## config.mk

```make
export PLATFORM = sky130hd
export DESIGN_NAME = rc5_decryptor_flat
export DESIGN_NICKNAME = d
export VERILOG_FILES = /design/src/rtl/rc5_decryptor_if.sv /design/src/rtl/rc5_decryptor.sv /design/src/flat_wrapper.sv
export SDC_FILE = /design/constraint.sdc
export NUM_CORES = 1
export LEC_CHECK = 0
export CORE_MARGIN = 2
export CORE_UTILIZATION = 23
export CTS_BUF_LIST = sky130_fd_sc_hd__clkbuf_8 sky130_fd_sc_hd__clkbuf_16
export CTS_CLUSTER_SIZE = 12
export DETAILED_ROUTE_END_ITERATION = 8
export PLACE_DENSITY = 0.41
export SETUP_SLACK_MARGIN = 0.3
export SLEW_MARGIN = 10
export SYNTH_ARGS = -nofsm -noshare
export SYNTH_HDL_FRONTEND = slang
export SYNTH_SLANG_ARGS = --single-unit
```

## constraint.sdc

```tcl
create_clock -name clk -period 6.7 [get_ports clk]
set_input_delay 1.34 -clock clk [delete_from_list [all_inputs] [get_ports clk]]
set_output_delay 1.34 -clock clk [all_outputs]
set_load 0.02 [all_outputs]
```

## src/rtl/rc5_decryptor_if.sv

```systemverilog
// ============================================================================
// Module   : rc5_decryptor_if
// Brief    : Start/operand/result handshake and S-RAM read port of the RC5
//            block decryptor.
// Revision : 1.0
// ============================================================================
`default_nettype none

interface rc5_decryptor_if #(
    parameter int W = 32,
    parameter int R = 12
);
    localparam int T_LENGTH = $clog2(2 * R + 2);

    logic                iKeyReady;
    logic                iStart;
    logic [W-1:0]        iA;
    logic [W-1:0]        iB;
    logic [T_LENGTH-1:0] oS_address;
    logic [W-1:0]        iS_data;
    logic [W-1:0]        oA;
    logic [W-1:0]        oB;
    logic                oBusy;
    logic                oDone;

    // Decryptor side.
    modport slave (
        input  iKeyReady, iStart, iA, iB, iS_data,
        output oS_address, oA, oB, oBusy, oDone
    );

    // Controller / key-RAM side.
    modport master (
        output iKeyReady, iStart, iA, iB, iS_data,
        input  oS_address, oA, oB, oBusy, oDone
    );
endinterface

`default_nettype wire

```

## src/rtl/rc5_decryptor.sv

```systemverilog
// ============================================================================
// Module   : rc5_decryptor
// Brief    : Iterative RC5-W/R/b block decryptor reading the expanded key
//            table S through one synchronous-read port, 4R+6 cycles/block.
// Revision : 1.0
// ============================================================================
`default_nettype none

module rc5_decryptor #(
    parameter int W = 32,
    parameter int R = 12
) (
    input  wire logic         clk,
    input  wire logic         rst,
    rc5_decryptor_if.slave    bus
);
    localparam int LG       = $clog2(W);
    localparam int T        = 2 * R + 2;
    localparam int T_LENGTH = $clog2(T);
    localparam int RW       = $clog2(R + 1);

    localparam logic [T_LENGTH-1:0] c_ADDR_TOP = T_LENGTH'(T - 1);
    localparam logic [T_LENGTH-1:0] c_ADDR_ONE = T_LENGTH'(1);
    localparam logic [RW-1:0]       c_ROUNDS   = RW'(R);
    localparam logic [RW-1:0]       c_RND_ONE  = RW'(1);

    localparam logic [3:0] S_IDLE    = 4'd0;
    localparam logic [3:0] S_WAIT_B  = 4'd1;
    localparam logic [3:0] S_DEC_B   = 4'd2;
    localparam logic [3:0] S_WAIT_A  = 4'd3;
    localparam logic [3:0] S_DEC_A   = 4'd4;
    localparam logic [3:0] S_WAIT_FB = 4'd5;
    localparam logic [3:0] S_FIN_B   = 4'd6;
    localparam logic [3:0] S_WAIT_FA = 4'd7;
    localparam logic [3:0] S_FIN_A   = 4'd8;
    localparam logic [3:0] S_DONE    = 4'd9;

    logic [3:0]    r_state;
    logic [W-1:0]  r_a;
    logic [W-1:0]  r_b;
    logic [RW-1:0] r_round;

    logic [W-1:0]  w_aMinusS;
    logic [W-1:0]  w_bMinusS;

    function automatic logic [W-1:0] rotr(input logic [W-1:0] x, input logic [LG-1:0] s);
        logic [2*W-1:0] t;
        t = {x, x} >> s;
        return t[W-1:0];
    endfunction

    assign w_aMinusS = r_a - bus.iS_data;
    assign w_bMinusS = r_b - bus.iS_data;

    // WAIT states cover the one-cycle RAM read latency; DEC/FIN states consume iS_data.
    always_ff @(posedge clk or negedge rst) begin
        if (!rst) begin
            r_state        <= S_IDLE;
            r_a            <= '0;
            r_b            <= '0;
            r_round        <= c_ROUNDS;
            bus.oS_address <= '0;
            bus.oA         <= '0;
            bus.oB         <= '0;
            bus.oBusy      <= 1'b0;
            bus.oDone      <= 1'b0;
        end else begin
            bus.oDone <= 1'b0;
            case (r_state)
                S_IDLE: begin
                    if (bus.iStart && bus.iKeyReady) begin
                        r_a            <= bus.iA;
                        r_b            <= bus.iB;
                        r_round        <= c_ROUNDS;
                        bus.oS_address <= c_ADDR_TOP;
                        bus.oBusy      <= 1'b1;
                        r_state        <= S_WAIT_B;
                    end
                end
                S_WAIT_B: r_state <= S_DEC_B;
                S_DEC_B: begin
                    r_b            <= rotr(w_bMinusS, r_a[LG-1:0]) ^ r_a;
                    bus.oS_address <= bus.oS_address - c_ADDR_ONE;
                    r_state        <= S_WAIT_A;
                end
                S_WAIT_A: r_state <= S_DEC_A;
                S_DEC_A: begin
                    r_a <= rotr(w_aMinusS, r_b[LG-1:0]) ^ r_b;
                    if (r_round > c_RND_ONE) begin
                        r_round        <= r_round - c_RND_ONE;
                        bus.oS_address <= bus.oS_address - c_ADDR_ONE;
                        r_state        <= S_WAIT_B;
                    end else begin
                        bus.oS_address <= c_ADDR_ONE;
                        r_state        <= S_WAIT_FB;
                    end
                end
                S_WAIT_FB: r_state <= S_FIN_B;
                S_FIN_B: begin
                    r_b            <= w_bMinusS;
                    bus.oS_address <= '0;
                    r_state        <= S_WAIT_FA;
                end
                S_WAIT_FA: r_state <= S_FIN_A;
                S_FIN_A: begin
                    r_a       <= w_aMinusS;
                    bus.oA    <= w_aMinusS;
                    bus.oB    <= r_b;
                    bus.oDone <= 1'b1;
                    r_state   <= S_DONE;
                end
                S_DONE: begin
                    bus.oBusy <= 1'b0;
                    r_state   <= S_IDLE;
                end
                default: begin
                    bus.oBusy <= 1'b0;
                    r_state   <= S_IDLE;
                end
            endcase
        end
    end
endmodule

`default_nettype wire
```

## src/flat_wrapper.sv

```systemverilog
// flat-port wrapper written by rule: the top's interface ports become plain ports
module rc5_decryptor_flat 
#(
    parameter int W = 32,
    parameter int R = 12
)
  (clk, rst, bus_iKeyReady, bus_iStart, bus_iA, bus_iB, bus_iS_data, bus_oS_address, bus_oA, bus_oB, bus_oBusy, bus_oDone);
  rc5_decryptor_if #(.W(W), .R(R)) bus_i ();
  input  wire logic clk;
  input  wire logic rst;
  input wire logic [$bits(bus_i.iKeyReady)-1:0] bus_iKeyReady;
  input wire logic [$bits(bus_i.iStart)-1:0] bus_iStart;
  input wire logic [$bits(bus_i.iA)-1:0] bus_iA;
  input wire logic [$bits(bus_i.iB)-1:0] bus_iB;
  input wire logic [$bits(bus_i.iS_data)-1:0] bus_iS_data;
  output wire logic [$bits(bus_i.oS_address)-1:0] bus_oS_address;
  output wire logic [$bits(bus_i.oA)-1:0] bus_oA;
  output wire logic [$bits(bus_i.oB)-1:0] bus_oB;
  output wire logic [$bits(bus_i.oBusy)-1:0] bus_oBusy;
  output wire logic [$bits(bus_i.oDone)-1:0] bus_oDone;
  assign bus_i.iKeyReady = bus_iKeyReady;
  assign bus_i.iStart = bus_iStart;
  assign bus_i.iA = bus_iA;
  assign bus_i.iB = bus_iB;
  assign bus_i.iS_data = bus_iS_data;
  assign bus_oS_address = bus_i.oS_address;
  assign bus_oA = bus_i.oA;
  assign bus_oB = bus_i.oB;
  assign bus_oBusy = bus_i.oBusy;
  assign bus_oDone = bus_i.oDone;
  rc5_decryptor #(.W(W), .R(R)) u_core (.clk(clk), .rst(rst), .bus(bus_i));
endmodule
```

-- After elaboration in Yosys (flattened, before gate mapping)
Cells that the tools add are included.
- flip-flop bits (word level): 143
- bits of input ports: 100
- output and inout bits: 71
- add/subtract/negate cells: 4
- order comparisons: 1
- equality and inequality tests: 10
- shifts and indexed selects: 2
- muxes and demuxes: 16
- bitwise logic cells: 3
- reductions and logical operators: 12
- operator list (kind ; number):
    $pmux 32 s3 ; 2
    $shr 64x5->32 ; 2
    $mux 32 ; 2
    $sub 32x32->32 ; 2
    $xor 32x32->32 ; 2
    $pmux 4 s9 ; 1
    $pmux 5 s4 ; 1
    $eq 4x3->1 const B ; 4
    $mux 4 ; 3
    $mux 5 ; 2
    $eq 4x2->1 const B ; 2
    $pmux 4 s2 ; 1
    $reduce_and 2->1 ; 4
    $reduce_or 8->1 ; 1
    $reduce_bool 3->1 ; 2
    $sub 5x1->5 const B ; 1
    $eq 4x1->1 const B ; 1
    $eq 4x4->1 const B ; 1
    $gt 4x1->1 const B ; 1
    $logic_not 4->1 ; 1
    $ne 2x1->1 const B ; 2
    $reduce_bool 4->1 ; 1
    $sub 4x1->4 const B ; 1
    $mux 3 ; 1
    6 further kinds ; 7

-- Longest topological paths before layout
- depth in word-level cells: 4
- mapped depth: 20

-- Worst setup path before layout
No wires, ideal clock.
- kind: flip-flop to flip-flop
- from: reg u_core.r_b[0]
- to: reg u_core.r_b[18]
- library setup time: 0.072 ns
- arrival time: 4.997 ns
- setup slack: 1.631 ns
- cell stages (with the launch flop): 19
- period minus slack after synthesis: 5.069 ns
- cells stage by stage: dfrtp_1 clkbuf_1 clkinv_1 clkbuf_1 clkbuf_1 buf_1 ha_1 fa_1 nand2b_1 a211oi_1 o21ai_1 and4_4 a2111o_1 mux4_2 mux2_2 or3_1 o211ai_1 mux2_1 nor2_1
- word-level cells in the longest chain between the ends: 4
- ends and longest elaborated chain (what ; line ; text):
    start, declared ; rc5_decryptor.sv:40 ; logic [W-1:0] r_b;
    start signal, assigned ; rc5_decryptor.sv:73 ; r_b <= bus.iB;
    start signal, assigned ; rc5_decryptor.sv:82 ; r_b <= rotr(w_bMinusS, r_a[LG-1:0]) ^ r_a;
    start signal, assigned ; rc5_decryptor.sv:100 ; r_b <= w_bMinusS;
    $sub 32x32->32 (*) ; rc5_decryptor.sv:53 ; assign w_bMinusS = r_b - bus.iS_data;
    $shr 64x5->32 ; rc5_decryptor.sv:48 ; t = {x, x} >> s;
    $xor 32x32->32 ; rc5_decryptor.sv:82 ;
    $pmux 32 s3 (*) ; rc5_decryptor.sv:69 ; case (r_state)
Mark *: on every way between the ends. The rest lies on a longest branch, timed or not.
A chain may end at the register's enable or synchronous reset.

-- Worst setup path after layout
- from: in bus_iS_data[0]
- to: reg u_core.r_a[7]
- word-level cells in the longest chain between the ends: 4
- ends and longest elaborated chain (what ; line ; text):
    start, declared ; flat_wrapper.sv:15 ; input wire logic [$bits(bus_i.iS_data)-1:0] bus_iS_data;
    $sub 32x32->32 (*) ; rc5_decryptor.sv:52 ; assign w_aMinusS = r_a - bus.iS_data;
    $shr 64x5->32 ; rc5_decryptor.sv:48 ;
    $xor 32x32->32 ; rc5_decryptor.sv:88 ; r_a <= rotr(w_aMinusS, r_b[LG-1:0]) ^ r_b;
    $pmux 32 s3 (*) ; rc5_decryptor.sv:69 ;
    end signal, assigned ; rc5_decryptor.sv:72 ; r_a <= bus.iA;
    end signal, assigned ; rc5_decryptor.sv:88 ;
    end signal, assigned ; rc5_decryptor.sv:106 ; r_a <= w_aMinusS;
    end, declared ; rc5_decryptor.sv:39 ; logic [W-1:0] r_a;
Marked as above.

==> results by group <==
Finish
  • Final #Nets: 2497
  • Share of layout cells above drive strength 1: 9.65%
  • Area Growth Syn to Fin: 20.6%

Worst hold path
  • HP Class: register to register
  • WHS Path Cells: 2
  • WHS Endpoint: u_core.bus.oB[31]
  • Origin of the worst min-delay path: u_core.bus.oB[31]

Route
  • First-iteration detailed-routing DRC count: 1984
  • # DRC: 0
  • Post-DR wirelength/cell: 27.9 um
  • DR vias: 18800
  • Pre-Repair DR Iteration Count: 6
  • Via density: 5.69
  • Final ANT Viol Nets: 0
  • Routed Wire Length: 92.0 mm

STA
  • Fin crit share: 92.0%
  • Fin. max-slew vios: 0
  • Fmax: 162 MHz
  • Setup TNS: 0 ns
  • Tmin final: 6.16 ns
  • Final setup viols: 0
  • Final Hold Fails: 0
  • Final Skew: 0.0120 ns
  • Worst slew pin tran: 1.03 ns
  • Slew headroom: 31.3%
  • Unrepaired setup endpoints after global routing: false

Clock network
  • Cts hold-fix bufs: 0
  • Clock Path Buffers: 2
  • Setup bufs post-CTS: 0
  • CTS tree: yes
  • Clk pin slew, worst setup/hold paths: 0.06 ns
  • CTS Buf Count: 17
  • # clock sinks: 143
  • Root buf cell: clkbuf_16
  • Resized cells post-CTS: 0
  • H-tree depth: 4
  • Worst-Skew Late Latency: 0.48 ns

Place
  • Placer congestion estimate: 0.984
  • Port bufs: 170
  • Post-DP HPWL: 73.3 mm

Synthesis
  • EDFF count, synth: 0
  • Post-synth top cells: nand2_1, nor2_1, dfrtp_1, o21ai_0, a21oi_1
  • Asr flop ratio synth: 100%
  • Most common cell in the netlist: nand2_1
  • YS warnings: 0
  • Seq/Total Area, Yosys: 21.3%
  • Primary FF master, synth: dfrtp_1
  • Library cells used by synthesis: 96
  • Syn Inst Count: 2222
  • Syn avg cell area: 7.58 um^2
  • Post-Syn Area: 0.0168 mm^2
  • Cell taking the most area after synthesis: dfrtp_1
  • Post-synth top area share: 20.9%
  • Syn Nets: 2391
  • #FFs+latches synth: 143
  • Leading post-synthesis cells by cell area: dfrtp_1, nand2_1, ha_1

Critical path
  • Max Fanout on Critical Path: 7
  • Crit path DAT: 6.52 ns
  • Worst R2R Setup Slack: 1.42 ns
  • CP endpoint kind: register
  • Launch point of the worst reg-to-reg path: u_core.r_a[1]
  • WP data required: 7.06 ns
  • Startpoint Class: input port
  • Reg2Reg Depth: 14
  • FF-to-FF End: u_core.r_a[7]
  • Kind of critical path: input port to register

Floorplan
  • Num ports: 171
  • Initial core utilization: 23.2%
  • Die X: 275 um
  • Die Height: 275 um
  • Die area: 0.0754 mm^2
  • Site row count: 99
  • Core Area: 0.0727 mm^2

Global route
  • Initial antenna violation count: 4
  • Vias in the first global route: 18000
  • Total grt overflow: 0
  • Total GRT Usage: 23.9%
  • First-pass GRT wire length: 130 mm
  • Largest net degree at the start of global routing: 81

Flow run
  • Max-Cap Viols: 0

Run status
  • Status: finished clean
-- logic make-up after synthesis --
family | Yosys count | share of synthesized area (%)
compound gates | 727 | 29.5
mux | 148 | 11.3
xor+xnor | 110 | 5.76
simple gates | 792 | 21.5
buf+inv | 233 | 5.40
flops | 143 | 21.3
fa+ha+maj | 69 | 5.21
-- state kept, by name (all words and copies together) (netlist names) --
signal	cells
u_core.r_round	4
u_core.bus.oBusy	1
u_core.bus.oA	32
u_core.bus.oB	32
u_core.bus.oDone	1
u_core.r_state	4
u_core.r_a	32
u_core.bus.oS_address	5
u_core.r_b	32
-- through the flow --
step                      worst slack, ns  instance area (um^2)  std cells  hold slack (ns)  utilization [%]
final                               0.536                 20300       3302            0.474             27.9
after global routing                0.357                 20300       3300            0.490             27.9
after CTS                           0.546                 20300       3300            0.483             27.9
after detailed placement           0.0329                 19800       3268            0.467             27.2
after global placement             0.0840                 19800       3268            0.461             27.2
after floorplan                      1.63                 16800       2222            0.472                -
-- worst max-delay path by stage --
stage / from / to / slack (ns) / cells after the start
floorplan: u_core.r_b[0] / u_core.r_b[18] / 1.63 / 18
global placement: bus_iS_data[0] / u_core.r_a[7] / 0.08 / 15
detailed placement: bus_iS_data[0] / u_core.r_a[8] / 0.03 / 15
CTS: bus_iS_data[0] / u_core.r_a[8] / 0.55 / 15
global route: bus_iS_data[0] / u_core.r_a[8] / 0.36 / 15
finish: bus_iS_data[0] / u_core.r_a[7] / 0.54 / 15
-- final cells by class --
cell class / count / area (um^2)
Clock inverter: 15 / 130
Tap cell: 959 / 1200
Multi-Input combinational cell: 1846 / 12400
Inverter: 63 / 236
Fill cell: 7898 / 52400
Timing Repair Buffer: 257 / 2360
Antenna cell: 2 / 5.00
Clock buffer: 17 / 425
Sequential cell: 143 / 3580
-- critical path, cell delays in order --
cell	delay, ns
clkdlybuf4s50_1	0.51
ha_1	0.26
fa_1	0.43
nand2b_1	0.21
a21o_1	0.25
a211oi_1	0.51
nor3_2	0.25
a2111oi_2	0.66
or2_2	0.23
xnor2_1	0.27
o21bai_1	0.30
a221oi_1	0.73
and2_1	0.24
o21ai_1	0.07
a31o_1	0.24
-- cells in the final DEF (no fill, tap or decap), types with 10 or more instances in the layout --
cell type / synthesis / routed
a211oi_1: 31 / 31
a21o_1: 26 / 26
a21oi_1: 137 / 137
a221oi_1: 42 / 42
a2bb2oi_1: 10 / 10
a31oi_1: 23 / 23
and2_1: 21 / 21
and3_1: 20 / 20
and4_1: 13 / 13
buf_4: 0 / 87
clkbuf_16: 0 / 17
clkdlybuf4s50_1: 0 / 169
dfrtp_1: 141 / 140
ha_1: 67 / 67
inv_1: 58 / 57
mux2_2: 34 / 34
mux2i_1: 80 / 80
mux4_2: 30 / 30
nand2_1: 324 / 324
nand2b_1: 20 / 20
nand3_1: 47 / 47
nand4_1: 25 / 25
nor2_1: 190 / 188
nor2b_1: 12 / 12
nor3_1: 49 / 49
nor4_1: 11 / 11
o2111ai_1: 11 / 11
o211ai_1: 41 / 41
o21a_1: 28 / 28
o21ai_0: 140 / 139
o21ai_1: 26 / 26
o221ai_1: 10 / 10
o22ai_1: 47 / 47
o31ai_1: 15 / 15
or2_2: 10 / 10
or3_1: 17 / 17
xnor2_1: 67 / 66
xor2_1: 42 / 42
-- routing by layer --
metal / up-vias / track usage (%) / share of wire (%)
met4: 2 / 10.2 / 4.3
li1: 8517 / - / -
met5: - / 0 / 0.014
met1: 9430 / 31.0 / 43
met3: 122 / 3.04 / 5.5
met2: 724 / 39.8 / 47
Power is not shown: default switching activity piles up to over one toggle a cycle in this logic, so the estimate is an artifact.
